`src/rtl/bsg_link_pkg.sv`:
```
// Shared BSG link definitions: beat/word widths, credit defaults, transmit FSM states.
// Pure declarations; no timing or flow-control behaviour lives here.
package bsg_link_pkg;

    localparam int LINK_BEAT_W       = 8;
    localparam int LINK_WORD_W       = 16;
    localparam int CORE_WORD_W       = 32;
    localparam int CREDIT_INIT_DEF   = 8;
    localparam int CREDIT_RETURN_DEF = 4;

    typedef enum logic [2:0] {
        IDLE,
        B0,
        B1,
        WAIT_HI,
        B2,
        B3
    } tx_state_e;

endpackage

```
`src/rtl/bsg_upstream_tx_fifo.sv`:
```
// Core-word buffer for the upstream transmitter; exposes head word and low beat of the next word.
// Latency: written word visible at head the cycle after push.
// Backpressure: push ignored when full; full/empty from registered wrap-bit pointers.
module bsg_upstream_tx_fifo
    import bsg_link_pkg::*;
#(
    parameter int DEPTH = 4
) (
    input  logic                   clk,
    input  logic                   rst,
    input  logic                   push,
    input  logic [CORE_WORD_W-1:0] din,
    input  logic                   pop,
    output logic                   full,
    output logic                   empty,
    output logic                   two,
    output logic [CORE_WORD_W-1:0] dout,
    output logic [LINK_BEAT_W-1:0] dout_next_beat
);

    localparam int AW = $clog2(DEPTH);
    localparam int PW = AW + 1;

    logic [CORE_WORD_W-1:0] mem [DEPTH];
    logic [PW-1:0]          wr_ptr;
    logic [PW-1:0]          rd_ptr;
    logic [PW-1:0]          count;
    logic [AW-1:0]          rd_next_idx;

    assign count          = wr_ptr - rd_ptr;
    assign full           = (wr_ptr[AW] != rd_ptr[AW]) && (wr_ptr[AW-1:0] == rd_ptr[AW-1:0]);
    assign empty          = (wr_ptr == rd_ptr);
    assign two            = (count > PW'(1));
    assign rd_next_idx    = rd_ptr[AW-1:0] + AW'(1);
    assign dout           = mem[rd_ptr[AW-1:0]];
    assign dout_next_beat = mem[rd_next_idx][LINK_BEAT_W-1:0];

    always_ff @(posedge clk) begin
        if (push && !full) begin
            mem[wr_ptr[AW-1:0]] <= din;
        end
    end

    always_ff @(posedge clk) begin
        if (rst) begin
            wr_ptr <= '0;
            rd_ptr <= '0;
        end else begin
            if (push && !full) begin
                wr_ptr <= wr_ptr + PW'(1);
            end
            if (pop && !empty) begin
                rd_ptr <= rd_ptr + PW'(1);
            end
        end
    end

endmodule

```
`src/rtl/bsg_upstream_tx.sv`:
```
// Upstream link transmitter: 32-bit core words out as four 8-bit beats, two link words per core word.
// Latency: word accepted at cycle t into an idle, credited block shows its first beat at t+2.
// Backpressure: core_ready_out follows FIFO space; one credit consumed per link word, refilled by token edges.
module bsg_upstream_tx
    import bsg_link_pkg::*;
#(
    parameter int CREDIT_INIT   = CREDIT_INIT_DEF,
    parameter int CREDIT_RETURN = CREDIT_RETURN_DEF,
    parameter int FIFO_DEPTH    = 4
) (
    input  logic                   clk,
    input  logic                   rst,
    input  logic                   core_valid_in,
    input  logic [CORE_WORD_W-1:0] core_data_in,
    output logic                   core_ready_out,
    output logic                   io_valid_out,
    output logic [LINK_BEAT_W-1:0] io_data_out,
    input  logic                   io_token_in,
    output logic [3:0]             credit_cnt,
    output logic                   credit_err
);

    tx_state_e              state;
    logic                   fifo_full;
    logic                   fifo_empty;
    logic                   fifo_two;
    logic [CORE_WORD_W-1:0] head;
    logic [LINK_BEAT_W-1:0] next_beat0;
    logic                   push;
    logic                   pop;
    logic                   consume;
    logic                   credit_avail;
    logic                   token_q;
    logic                   credit_ret;
    logic [4:0]             credit_sum;

    assign core_ready_out = !rst && !fifo_full;
    assign push           = core_valid_in && core_ready_out;
    assign pop            = (state == B3);
    assign credit_avail   = (credit_cnt != 4'd0);
    assign credit_ret     = io_token_in ^ token_q;

    bsg_upstream_tx_fifo #(
        .DEPTH(FIFO_DEPTH)
    ) u_fifo (
        .clk            (clk),
        .rst            (rst),
        .push           (push),
        .din            (core_data_in),
        .pop            (pop),
        .full           (fifo_full),
        .empty          (fifo_empty),
        .two            (fifo_two),
        .dout           (head),
        .dout_next_beat (next_beat0)
    );

    // A credit is taken exactly when the FSM launches the first beat of a link word.
    always_comb begin
        consume = 1'b0;
        case (state)
            IDLE:        consume = credit_avail && !fifo_empty;
            B1, WAIT_HI: consume = credit_avail;
            B3:          consume = credit_avail && fifo_two;
            default:     consume = 1'b0;
        endcase
    end

    assign credit_sum = {1'b0, credit_cnt} + (credit_ret ? 5'(CREDIT_RETURN) : 5'd0)
                      - {4'd0, consume};

    always_ff @(posedge clk) begin
        if (rst) begin
            token_q    <= 1'b0;
            credit_cnt <= 4'(CREDIT_INIT);
            credit_err <= 1'b0;
        end else begin
            token_q <= io_token_in;
            if (credit_sum > 5'(CREDIT_INIT)) begin
                credit_cnt <= 4'(CREDIT_INIT);
                credit_err <= 1'b1;
            end else begin
                credit_cnt <= credit_sum[3:0];
            end
        end
    end

    // Outputs are registered together with the state, so each state shows its own beat.
    always_ff @(posedge clk) begin
        if (rst) begin
            state        <= IDLE;
            io_valid_out <= 1'b0;
            io_data_out  <= '0;
        end else begin
            case (state)
                IDLE: begin
                    io_valid_out <= consume;
                    if (consume) begin
                        state       <= B0;
                        io_data_out <= head[7:0];
                    end
                end
                B0: begin
                    state        <= B1;
                    io_valid_out <= 1'b1;
                    io_data_out  <= head[15:8];
                end
                B1, WAIT_HI: begin
                    io_valid_out <= consume;
                    if (consume) begin
                        state       <= B2;
                        io_data_out <= head[23:16];
                    end else begin
                        state <= WAIT_HI;
                    end
                end
                B2: begin
                    state        <= B3;
                    io_valid_out <= 1'b1;
                    io_data_out  <= head[31:24];
                end
                B3: begin
                    io_valid_out <= consume;
                    if (consume) begin
                        state       <= B0;
                        io_data_out <= next_beat0;
                    end else begin
                        state <= IDLE;
                    end
                end
                default: begin
                    state        <= IDLE;
                    io_valid_out <= 1'b0;
                end
            endcase
        end
    end

endmodule
```
`config.mk`:
```
export PLATFORM = sky130hd
export DESIGN_NAME = bsg_upstream_tx
export DESIGN_NICKNAME = d
export VERILOG_FILES = /design/src/rtl/bsg_link_pkg.sv /design/src/rtl/bsg_upstream_tx_fifo.sv /design/src/rtl/bsg_upstream_tx.sv
export SDC_FILE = /design/constraint.sdc
export NUM_CORES = 1
export LEC_CHECK = 0
export BUFFER_PORTS_ARGS = -buffer_cell sky130_fd_sc_hd__buf_2
export CAP_MARGIN = 25
export CORE_MARGIN = 10
export CORE_UTILIZATION = 45
export CTS_BUF_LIST = sky130_fd_sc_hd__clkbuf_4 sky130_fd_sc_hd__clkbuf_8 sky130_fd_sc_hd__clkbuf_16
export DETAILED_ROUTE_END_ITERATION = 8
export PLACE_DENSITY = 0.71
export RECOVER_POWER = 25
export SKIP_CTS_REPAIR_TIMING = 1
export SYNTH_ARGS = -nofsm -noshare
export SYNTH_HDL_FRONTEND = slang
export SYNTH_SLANG_ARGS = --single-unit
```
`constraint.sdc`:
```
create_clock -name clk -period 4.2 [get_ports clk]
set_input_delay 0 -clock clk [delete_from_list [all_inputs] [get_ports clk]]
set_output_delay 0 -clock clk [all_outputs]
set_load 0.02 [all_outputs]
```
# Yosys cells after proc, flatten, opt, wreduce, memory -nomap -nowiden
# Memory sizes are Yosys's and may differ from the RTL's. A register that Yosys moved wholly into a read port is not among the register bits.
# Index checks and enable logic that the tools add are counted.
# Widths: inputs -> output; s select.
[totals]
mem_bits_rw = 128
in_bits = 36
n_memories = 1
elab_cells = 62
register_bits = 24
[classes]
addsub = 6
mux = 15
n_reduce_logical = 18
n_bitwise = 1
n_eq_ne = 11
n_lt_le_gt_ge = 2
[mem_list]
columns = ["memory", "depth", "width", "rd", "rd_clocked_by_memory_dff", "write_ports", "line_no", "rtl"]
rows = [
  ["u_fifo.mem", 4, 32, 2, 1, 1, "bsg_upstream_tx_fifo.sv:24", "logic [CORE_WORD_W-1:0] mem [DEPTH];"],
]
[op_table]
columns = ["cell", "count"]
rows = [
  ["$pmux 8 s5", 1],
  ["$mux 8", 3],
  ["$pmux 3 s5", 1],
  ["$mux 3", 3],
  ["$logic_and 1x1->1", 7],
  ["$add 3x1->3 const B", 2],
  ["$eq 3x2->1 const B", 2],
  ["$eq 3x3->1 const B", 2],
  ["$ne 2x2->1 const B", 3],
  ["$reduce_or 2->1", 3],
  ["$add 4x3->5", 1],
  ["$gt 5x4->1 const B", 1],
  ["$reduce_bool 5->1", 1],
  ["$sub 5x1->5", 1],
  ["$mux 2", 2],
  ["$reduce_and 4->1", 1],
  ["$reduce_bool 4->1", 1],
  ["$reduce_or 4->1", 1],
  ["$eq 3x1->1 const B", 1],
  ["$eq 3x3->1", 1],
  ["$gt 3x1->1 const B", 1],
  ["$logic_not 1->1", 3],
  ["$logic_not 3->1", 1],
  ["$mux 1", 3],
  ["7 further kinds", 7],
]

# Depth between registers and ports, before layout
# Gate-level depths: netlist of run 1.
[logic_depth]
ltp_word = 8
mapped_depth = 15
mapped_depth_nobuf = 15

# Cells and area by module
# A second synthesis of run 1 with hierarchy kept.
[unflattened]
hier_cells = 390
hier_area_um2 = 6656.4
[modules_own_cells]
columns = ["module", "cells_per_inst", "seq_area_each_um2", "n_inst", "area_each_um2"]
rows = [
  ["bsg_upstream_tx_fifo", 243, 4003.8, 1, 5375.2],
  ["bsg_upstream_tx", 147, 360.3, 1, 1281.2],
]

# Worst setup path after synthesis of run 1
# OpenSTA, ideal clock, no wires.
[synth_timing]
path_kind = "register to register"
start = "register u_fifo.wr_ptr[0]"
end = "register credit_cnt[0]"
required_time_ns = 4.122
period_less_slack_ns = 2.958
stages_incl_launch_ff = 16
n_path_buf = 0
setup_slack_ns = 1.242
t_arrival_ns = 2.881
path_cell_list = "dfxtp_1 > inv_1 > ha_1 > fa_1 > xnor3_2 > nand2_1 > nand2_1 > a21oi_1 > ha_1 > inv_1 > ha_1 > fa_1 > xnor2_1 > a31oi_1 > or2_2 > nor3_1"
[synth_between]
elab_chain_len = 7
[synth_lines]
columns = ["element", "line_no", "rtl"]
rows = [
  ["from (decl)", "bsg_upstream_tx_fifo.sv:25", "logic [PW-1:0] wr_ptr;"],
  ["from (signal assigned)", "bsg_upstream_tx_fifo.sv:50", "wr_ptr <= wr_ptr + PW'(1);"],
  ["$sub 3x3->3 or $eq 3x3->1 (tied branches)", "bsg_upstream_tx_fifo.sv:30, bsg_upstream_tx_fifo.sv:32", ""],
  ["$gt 3x1->1 or $logic_not 1->1 (tied branches)", "bsg_upstream_tx_fifo.sv:33, bsg_upstream_tx.sv:62", ""],
  ["$logic_and 1x1->1, on equally long branches", "bsg_upstream_tx.sv:64, bsg_upstream_tx.sv:62", ""],
  ["$pmux 1 s3 *", "bsg_upstream_tx.sv:61", "case (state)"],
  ["$sub 5x1->5 *", "bsg_upstream_tx.sv:70", "- {4'd0, consume};"],
  ["$gt 5x4->1", "bsg_upstream_tx.sv:79", "if (credit_sum > 5'(CREDIT_INIT)) begin"],
  ["$reduce_or 2->1 (no source line)", "n/a", ""],
  ["to (signal assigned)", "bsg_upstream_tx.sv:75", "credit_cnt <= 4'(CREDIT_INIT);"],
  ["to (signal assigned)", "bsg_upstream_tx.sv:80", "credit_cnt <= 4'(CREDIT_INIT);"],
  ["to (signal assigned)", "bsg_upstream_tx.sv:83", "credit_cnt <= credit_sum[3:0];"],
  ["to (decl)", "bsg_upstream_tx.sv:19", "output logic [3:0] credit_cnt,"],
]
# Mark *: on every way between the ends. The rest lies on a longest branch, timed or not.
# A chain may end at the register's enable or synchronous reset.

# Worst setup path after layout of run 1
[layout_timing]
start = "register u_fifo.rd_ptr[0]"
end = "register credit_cnt[2]"
[layout_between]
elab_chain_len = 7
[layout_lines]
columns = ["element", "line_no", "rtl"]
rows = [
  ["from (decl)", "bsg_upstream_tx_fifo.sv:26", "logic [PW-1:0] rd_ptr;"],
  ["from (signal assigned)", "bsg_upstream_tx_fifo.sv:53", "rd_ptr <= rd_ptr + PW'(1);"],
  ["$sub 3x3->3 or $eq 3x3->1 (tied branches)", "bsg_upstream_tx_fifo.sv:30, bsg_upstream_tx_fifo.sv:32", ""],
  ["$gt 3x1->1 or $logic_not 1->1 (tied branches)", "bsg_upstream_tx_fifo.sv:33, bsg_upstream_tx.sv:62", ""],
  ["$logic_and 1x1->1, on equally long branches", "bsg_upstream_tx.sv:64, bsg_upstream_tx.sv:62", ""],
  ["$pmux 1 s3 *", "bsg_upstream_tx.sv:61", ""],
  ["$sub 5x1->5 *", "bsg_upstream_tx.sv:70", ""],
  ["$gt 5x4->1", "bsg_upstream_tx.sv:79", ""],
  ["$reduce_or 2->1 (no source line)", "n/a", ""],
]
# Marks and branches as above.

==> reports/metrics.csv, run 1 <==
stage,metric,value,unit
outcome,outcome,finished clean,
yosys,Synth top cells by count,"edfxtp_1, mux4_2, dfxtp_1",
cells_and_area,NumNets Final,505,
power,Clk pwr share,38.0,%
sta,unrepaired setup endpoints after global routing,no,
clocking,CTS Sinks,154,
floorplan,die area,0.0197,mm²
floorplan,Initial Util,46.4,%
sta,setup total negative slack,0,ps
power,internal power,0.00296,W
worst_setup_path,critical path class,reg -> reg,
yosys,Synth Area per Inst,17.7,µm²
sta,Final period util,81.2,%
routing,Routed WL per cell,20.4,µm
power,Power per Cell Area,504,mW/mm²
worst_setup_path,"Req. time, crit path",4540,ps
floorplan,Rows,43,
yosys,most common cell in the netlist,edfxtp_1,
cells_and_area,share of cells above drive strength 1,25.9,%
grt,antenna violations before repair,0,
yosys,"EDFF count, synth",128,
power,Comb pwr share,15.7,%
grt,largest net degree at the start of global routing,35,
sta,Final WS setup,791,ps
floorplan,Die Span Y,140,µm
yosys,Synth async-reset ratio,0,%
yosys,Synth top area share,59.0,%
worst_setup_path,Worst EP arrival,3750,ps
clocking,CTS tree,done,
cells_and_area,# diodes,0,
sta,hold violation total from the final report,0,
yosys,Post-Syn Area,0.00651,mm²
sta,final hold slack,85.0,ps
yosys,Ys Warns,0,
clocking,"Clk Latency, worst-skew pair",420,ps
sta,Max Slew Vio Count,0,
clocking,CTS H-tree lvls,4,
placement,pre-CTS setup slack,831,ps
sta,Worst Tran Pin Value,955,ps
placement,placed wire-length estimate,8460,µm
routing,DRC errors left,0,
worst_setup_path,CP Max Fanout,11,
routing,Initial DRC Count,317,
yosys,sequential-to-total area share from yosys stat,67.0,%
worst_setup_path,FF-to-FF Start,u_fifo.rd_ptr[0],
worst_setup_path,Startpoint Class,flip-flop,
grt,wire length of the first global-routing pass,21000,µm
routing,Routed Antenna Nets,0,
power,sequential share of power,46.2,%
yosys,"Distinct cells, synth",45,
grt,Overflow after GRT,0,
routing,final WL,13200,µm
power,Overall Power,0.00396,W
min_path,HP Class,in -> reg,
power,Psw,0.000995,W
placement,Port Buffers,50,
cells_and_area,Area Overhead vs Synth,20.5,%
yosys,top_reg_cell synth,edfxtp_1,
clocking,root buffer cell,clkbuf_16,
routing,vias per cell,5.54,
sta,Max Clk Rate,0.293,GHz
floorplan,DIE WIDTH,140,µm
grt,vias in the first global route,3716,
sta,Period minus WS final,3410,ps
worst_setup_path,Critical Path Sink Type,flip-flop,
floorplan,# IOs,51,
power,worst vdd ir,0.000347,V
power,Lkg Pwr,2.65,nW
yosys,synthesized instance count,369,
grt,GRT Overall Usage,13.8,%
yosys,top post-synthesis cells by area,"edfxtp_1, mux4_2, dfxtp_1",
yosys,Yosys reg bits,154,
floorplan,core area,0.0140,mm²
yosys,Synthesized Nets,419,
sta,Slew HR,36.4,%
yosys,leading area contributor after synthesis,edfxtp_1,
power,switching share of power,25.1,%
job,# Max-Cap Violations,0,
clocking,TritonCTS buffer count,17,
placement,Final GP Congestion,0.870,
min_path,worst hold start,core_valid_in,
clocking,Worst-path clk slew,60,ps
sta,skew final,4.84,ps
worst_setup_path,first element of the critical path,u_fifo.rd_ptr[0],
routing,First-pass DRT Iterations,4,
worst_setup_path,"reg-to-reg slack, setup",790,ps
routing,Vias,3593,
sta,final setup fails,0,
clocking,Max clock buf depth,2,
==> registers in the layout (all words and copies together) (netlist names), named ones only <==
register / cells
credit_err: 1
state: 3
u_fifo.mem: 128
u_fifo.rd_ptr: 3
token_q: 1
u_fifo.wr_ptr: 3
credit_cnt: 4
io_data_out: 8
io_valid_out: 1
==> cells in the final DEF, fill, tap and decap left out, drive strengths merged, types with 4 or more instances in the layout <==
cell type,Yosys,layout
xnor2,5,5
inv,15,15
a31oi,13,13
a22o,9,9
nor3,4,4
buf,9,35
and2,6,6
a21oi,12,12
nand2,8,8
a22oi,8,8
o41ai,8,8
clkbuf,14,44
mux4,40,40
edfxtp,128,128
dfxtp,26,26
ha,12,12
clkinv,0,4
mux2,6,6
nor2b,4,4
dlygate4sd3,0,35
nor2,8,8
==> kinds of logic after synthesis <==
kind of cell | count (synthesis) | synth area share, %
flip-flops | 154 | 67.0
AND/OR/NAND/NOR | 42 | 3.69
XOR/XNOR | 9 | 1.44
adder cells (fa/ha/maj) | 14 | 2.92
multiplexers | 49 | 15.3
AO/OA/AOI/OAI | 63 | 7.22
buffers and inverters | 38 | 2.40
==> stage by stage <==
stage,area (µm²),std cells,util [%]
2_1_floorplan,6510,369,-
3_3_place_gp,6930,581,49.3
3_5_place_dp,6930,581,49.3
4_1_cts,7520,613,53.6
5_1_grt,7850,648,55.9
6_report,7850,648,55.9
==> worst paths after layout <==
path	cells past startpoint	to
worst max-delay path	14	credit_cnt[2]
worst min-delay path	4	u_fifo.wr_ptr[1]
worst max register to register	14	credit_cnt[2]
worst min register to register	1	credit_err
==> power groups by stage <==
stage / clock, W / sequential (W) / combinational, W
after global placement: 0 / 0.00185 / 0.000569
after floorplan: 0 / 0.00189 / 0.000369
final: 0.00151 / 0.00183 / 0.000622
after global routing: 0.00160 / 0.00184 / 0.000679
after detailed placement: 0 / 0.00186 / 0.000595
after CTS: 0.00153 / 0.00183 / 0.000597
==> critical path, cell delays in order, from the launching register on <==
cell and delay (ps):
dfxtp_1 490, ha_1 320, fa_1 390, xnor3_2 280, nand2_1 90, nand2_1 50, a21oi_1 170, ha_1 170
inv_1 40, ha_1 200, fa_1 390, xnor2_1 210, a31oi_1 90, or2_2 320, nor3_1 140
==> layout make-up <==
| type | count | area (µm²) |
|---|---|---|
| repair buffers | 90 | 613 |
| clock inverters | 8 | 92.6 |
| multi-input cells | 177 | 1990 |
| inverters | 15 | 56.3 |
| flip-flops and latches | 154 | 4370 |
| clock buffers | 24 | 503 |
| well taps | 180 | 225 |
| fillers | 1099 | 6190 |
==> per-layer routing <==
metal	vias to the layer above	GRT usage (%)	part of all wire, %
met2	123	20.5	48
met1	1790	18.0	44
met5	-	0	0
li1	1666	-	-
met3	14	4.19	6.3
met4	0	6.79	1.6
Power figures use the tool's default switching activity.
==> run 2: changes to the inputs <==
Settings changed: PLACE_DENSITY 0.71 to 0.73.
Clock period 4.2 ns to 2.85 ns, I/O delays scaled along.
==> run 2 against run 1 <==
  * The flow now finishes with violations (negative setup slack)
  * Clock skew grew 5.1 ps
  * Cell count grew 2.5%
  * Clock power grew 41%
  * Wire length grew 7.8%
  * Critical path type unchanged
  * Critical endpoint unchanged
==> reports/metrics.csv, run 2 (synthesis results as in run 1) <==
stage,metric,value,unit,change
grt,Overflow after GRT,0,,unchanged
cells_and_area,Util after Layout,57.6,%,was 55.9%
grt,GRT Overall Usage,14.2,%,was 13.8%
min_path,HP Class,in -> reg,,unchanged
min_path,Hold EP,u_fifo.wr_ptr[1],,unchanged
cells_and_area,# diodes,0,,unchanged
sta,Final period util,101,%,was 81.2%
cells_and_area,register area,0.00437,mm²,unchanged
cells_and_area,multi-input gate area in the final layout,0.00209,mm²,was 0.00199 mm²
placement,placed wire-length estimate,8770,µm,was 8460 µm
sta,Max Slew Vio Count,0,,unchanged
min_path,worst hold start,core_valid_in,,unchanged
placement,Final GP Congestion,0.846,,was 0.870
worst_setup_path,worst flop-to-flop path endpoint,credit_cnt[2],,unchanged
outcome,failing checks,negative setup slack,,
cells_and_area,max FFs per register,128,,unchanged
floorplan,Initial Util,46.4,%,unchanged
routing,Initial DRC Count,338,,was 317
cells_and_area,share of cells above drive strength 1,31.2,%,was 25.9%
job,# Max-Cap Violations,0,,unchanged
cells_and_area,NumNets Final,521,,was 505
worst_setup_path,CP Max Fanout,3,,was 11
routing,First-pass DRT Iterations,5,,was 4
sta,skew final,9.94,ps,was 4.84 ps
floorplan,Rows,43,,unchanged
cells_and_area,"commonest non-fill, non-tap cells in the layout","edfxtp_1, mux4_2, dlygate4sd3_1",,unchanged
cells_and_area,fillers,1036,,"was 1,099"
power,Overall Power,0.00599,W,was 0.00396 W
power,worst vdd ir,0.000631,V,was 0.000347 V
sta,Slew HR,57.3,%,was 36.4%
floorplan,die area,0.0197,mm²,unchanged
routing,Routed WL per cell,21.5,µm,was 20.4 µm
worst_setup_path,critical path class,reg -> reg,,unchanged
floorplan,# IOs,51,,unchanged
grt,antenna violations before repair,0,,unchanged
clocking,"Clk Latency, worst-skew pair",420,ps,about the same
worst_setup_path,Startpoint Class,flip-flop,,unchanged
sta,hold violation total from the final report,0,,unchanged
grt,wire length of the first global-routing pass,21400,µm,"was 21,000 µm"
worst_setup_path,Worst EP arrival,3230,ps,was 3750 ps
sta,unrepaired setup endpoints after global routing,yes,,was no
clocking,Worst-path clk slew,70,ps,was 60 ps
min_path,hold path cells,4,,unchanged
power,Power per Cell Area,741,mW/mm²,was 504 mW/mm²
worst_setup_path,Critical Path Sink Type,flip-flop,,unchanged
clocking,CTS tree,done,,unchanged
grt,largest net degree at the start of global routing,35,,unchanged
clocking,CTS Sinks,154,,unchanged
worst_setup_path,Worst Reg-to-Reg Cells,15,,was 14
cells_and_area,"most common cell after layout, fill and taps aside",edfxtp_1,,unchanged
cells_and_area,Area Overhead vs Synth,24.1,%,was 20.5%
routing,Routed Antenna Nets,0,,unchanged
grt,vias in the first global route,3904,,"was 3,716"
outcome,outcome,"complete, but fails checks",,was finished clean
floorplan,Die Span Y,140,µm,unchanged
clocking,CTS H-tree lvls,4,,unchanged
clocking,TritonCTS buffer count,17,,unchanged
floorplan,DIE WIDTH,140,µm,unchanged
routing,vias per cell,5.70,,was 5.54
sta,Period minus WS final,2890,ps,was 3410 ps
routing,final WL,14300,µm,"was 13,200 µm"
sta,Final WS setup,-37.1,ps,was 791 ps
power,Lkg Pwr,2.75,nW,was 2.65 nW
placement,Port Buffers,50,,unchanged
routing,DRC errors left,0,,unchanged
floorplan,core area,0.0140,mm²,unchanged
clocking,root buffer cell,clkbuf_16,,unchanged
worst_setup_path,FF-to-FF Start,u_fifo.wr_ptr[0],,was u_fifo.rd_ptr[0]
sta,Worst Tran Pin Value,640,ps,was 955 ps
clocking,Max clock buf depth,2,,unchanged
worst_setup_path,"Req. time, crit path",3190,ps,was 4540 ps
sta,Max Clk Rate,0.346,GHz,was 0.293 GHz
routing,Vias,3786,,"was 3,593"
sta,final setup fails,3,,was 0
worst_setup_path,"reg-to-reg slack, setup",-40,ps,was 790 ps
run 2: critical path: stages (launching register included):
cell and delay [ps]:
dfxtp_2 330, inv_2 50, ha_4 150, fa_2 360
xnor3_2 250, nand2_1 80, nand2_1 70, a21oi_2 130
ha_2 180, inv_2 40, ha_4 150, fa_2 380
xnor2_4 200, a31oi_4 50, or2_4 270, nor3_2 120
run 2: area by class of cell:
| type | count | share of cell area, % |
|---|---|---|
| timing repair buffer | 106 | 9.72 |
| multi-input combinational | 177 | 25.8 |
| inverter | 15 | 0.696 |
| tap | 180 | 2.79 |
| clock buffer | 17 | 5.26 |
| clock inverter | 15 | 1.72 |
| sequential | 154 | 54.0 |
run 2: metrics by stage:
step | instance area, µm² | worst slack, ps | setup TNS, ps | cells | hold WS (ps)
6_report | 8090 | -37.1 | -88.5 | 664 | 95.9
5_1_grt | 8090 | -130 | -392 | 664 | 142
4_1_cts | 7680 | -153 | -397 | 628 | -228
3_5_place_dp | 7110 | -114 | -292 | 596 | 218
3_3_place_gp | 7110 | 32.6 | 0 | 596 | 209
2_1_floorplan | 6540 | 15.9 | 0 | 369 | 71.6
run 2: how the worst max path moves through the flow:
stage	depth (start not counted)	start	end	slack (ps)
after global routing	15	u_fifo.wr_ptr[0]	credit_cnt[1]	-130
after CTS	15	u_fifo.wr_ptr[0]	credit_cnt[0]	-150
after floorplan	15	u_fifo.wr_ptr[0]	credit_cnt[0]	20
after global placement	15	u_fifo.wr_ptr[0]	credit_cnt[2]	30
final	15	u_fifo.wr_ptr[0]	credit_cnt[2]	-40
after detailed placement	15	u_fifo.wr_ptr[0]	credit_cnt[0]	-110
run 2: power by group:
| group | switching (W) | total (W) | internal (W) |
|---|---|---|---|
| logic | 0.000663 | 0.00117 | 0.000508 |
| clock network | 0.000912 | 0.00213 | 0.00122 |
| registers | 0.000108 | 0.00269 | 0.00258 |
run 2: per-layer routing:
| layer | global-route usage (%) | up-vias | share of wire [%] |
|---|---|---|---|
| li1 | - | 1709 | - |
| met1 | 17.2 | 1915 | 41 |
| met2 | 22.8 | 138 | 51 |
| met3 | 3.99 | 24 | 5.1 |
| met4 | 6.96 | 0 | 2.6 |
| met5 | 0 | - | 0 |
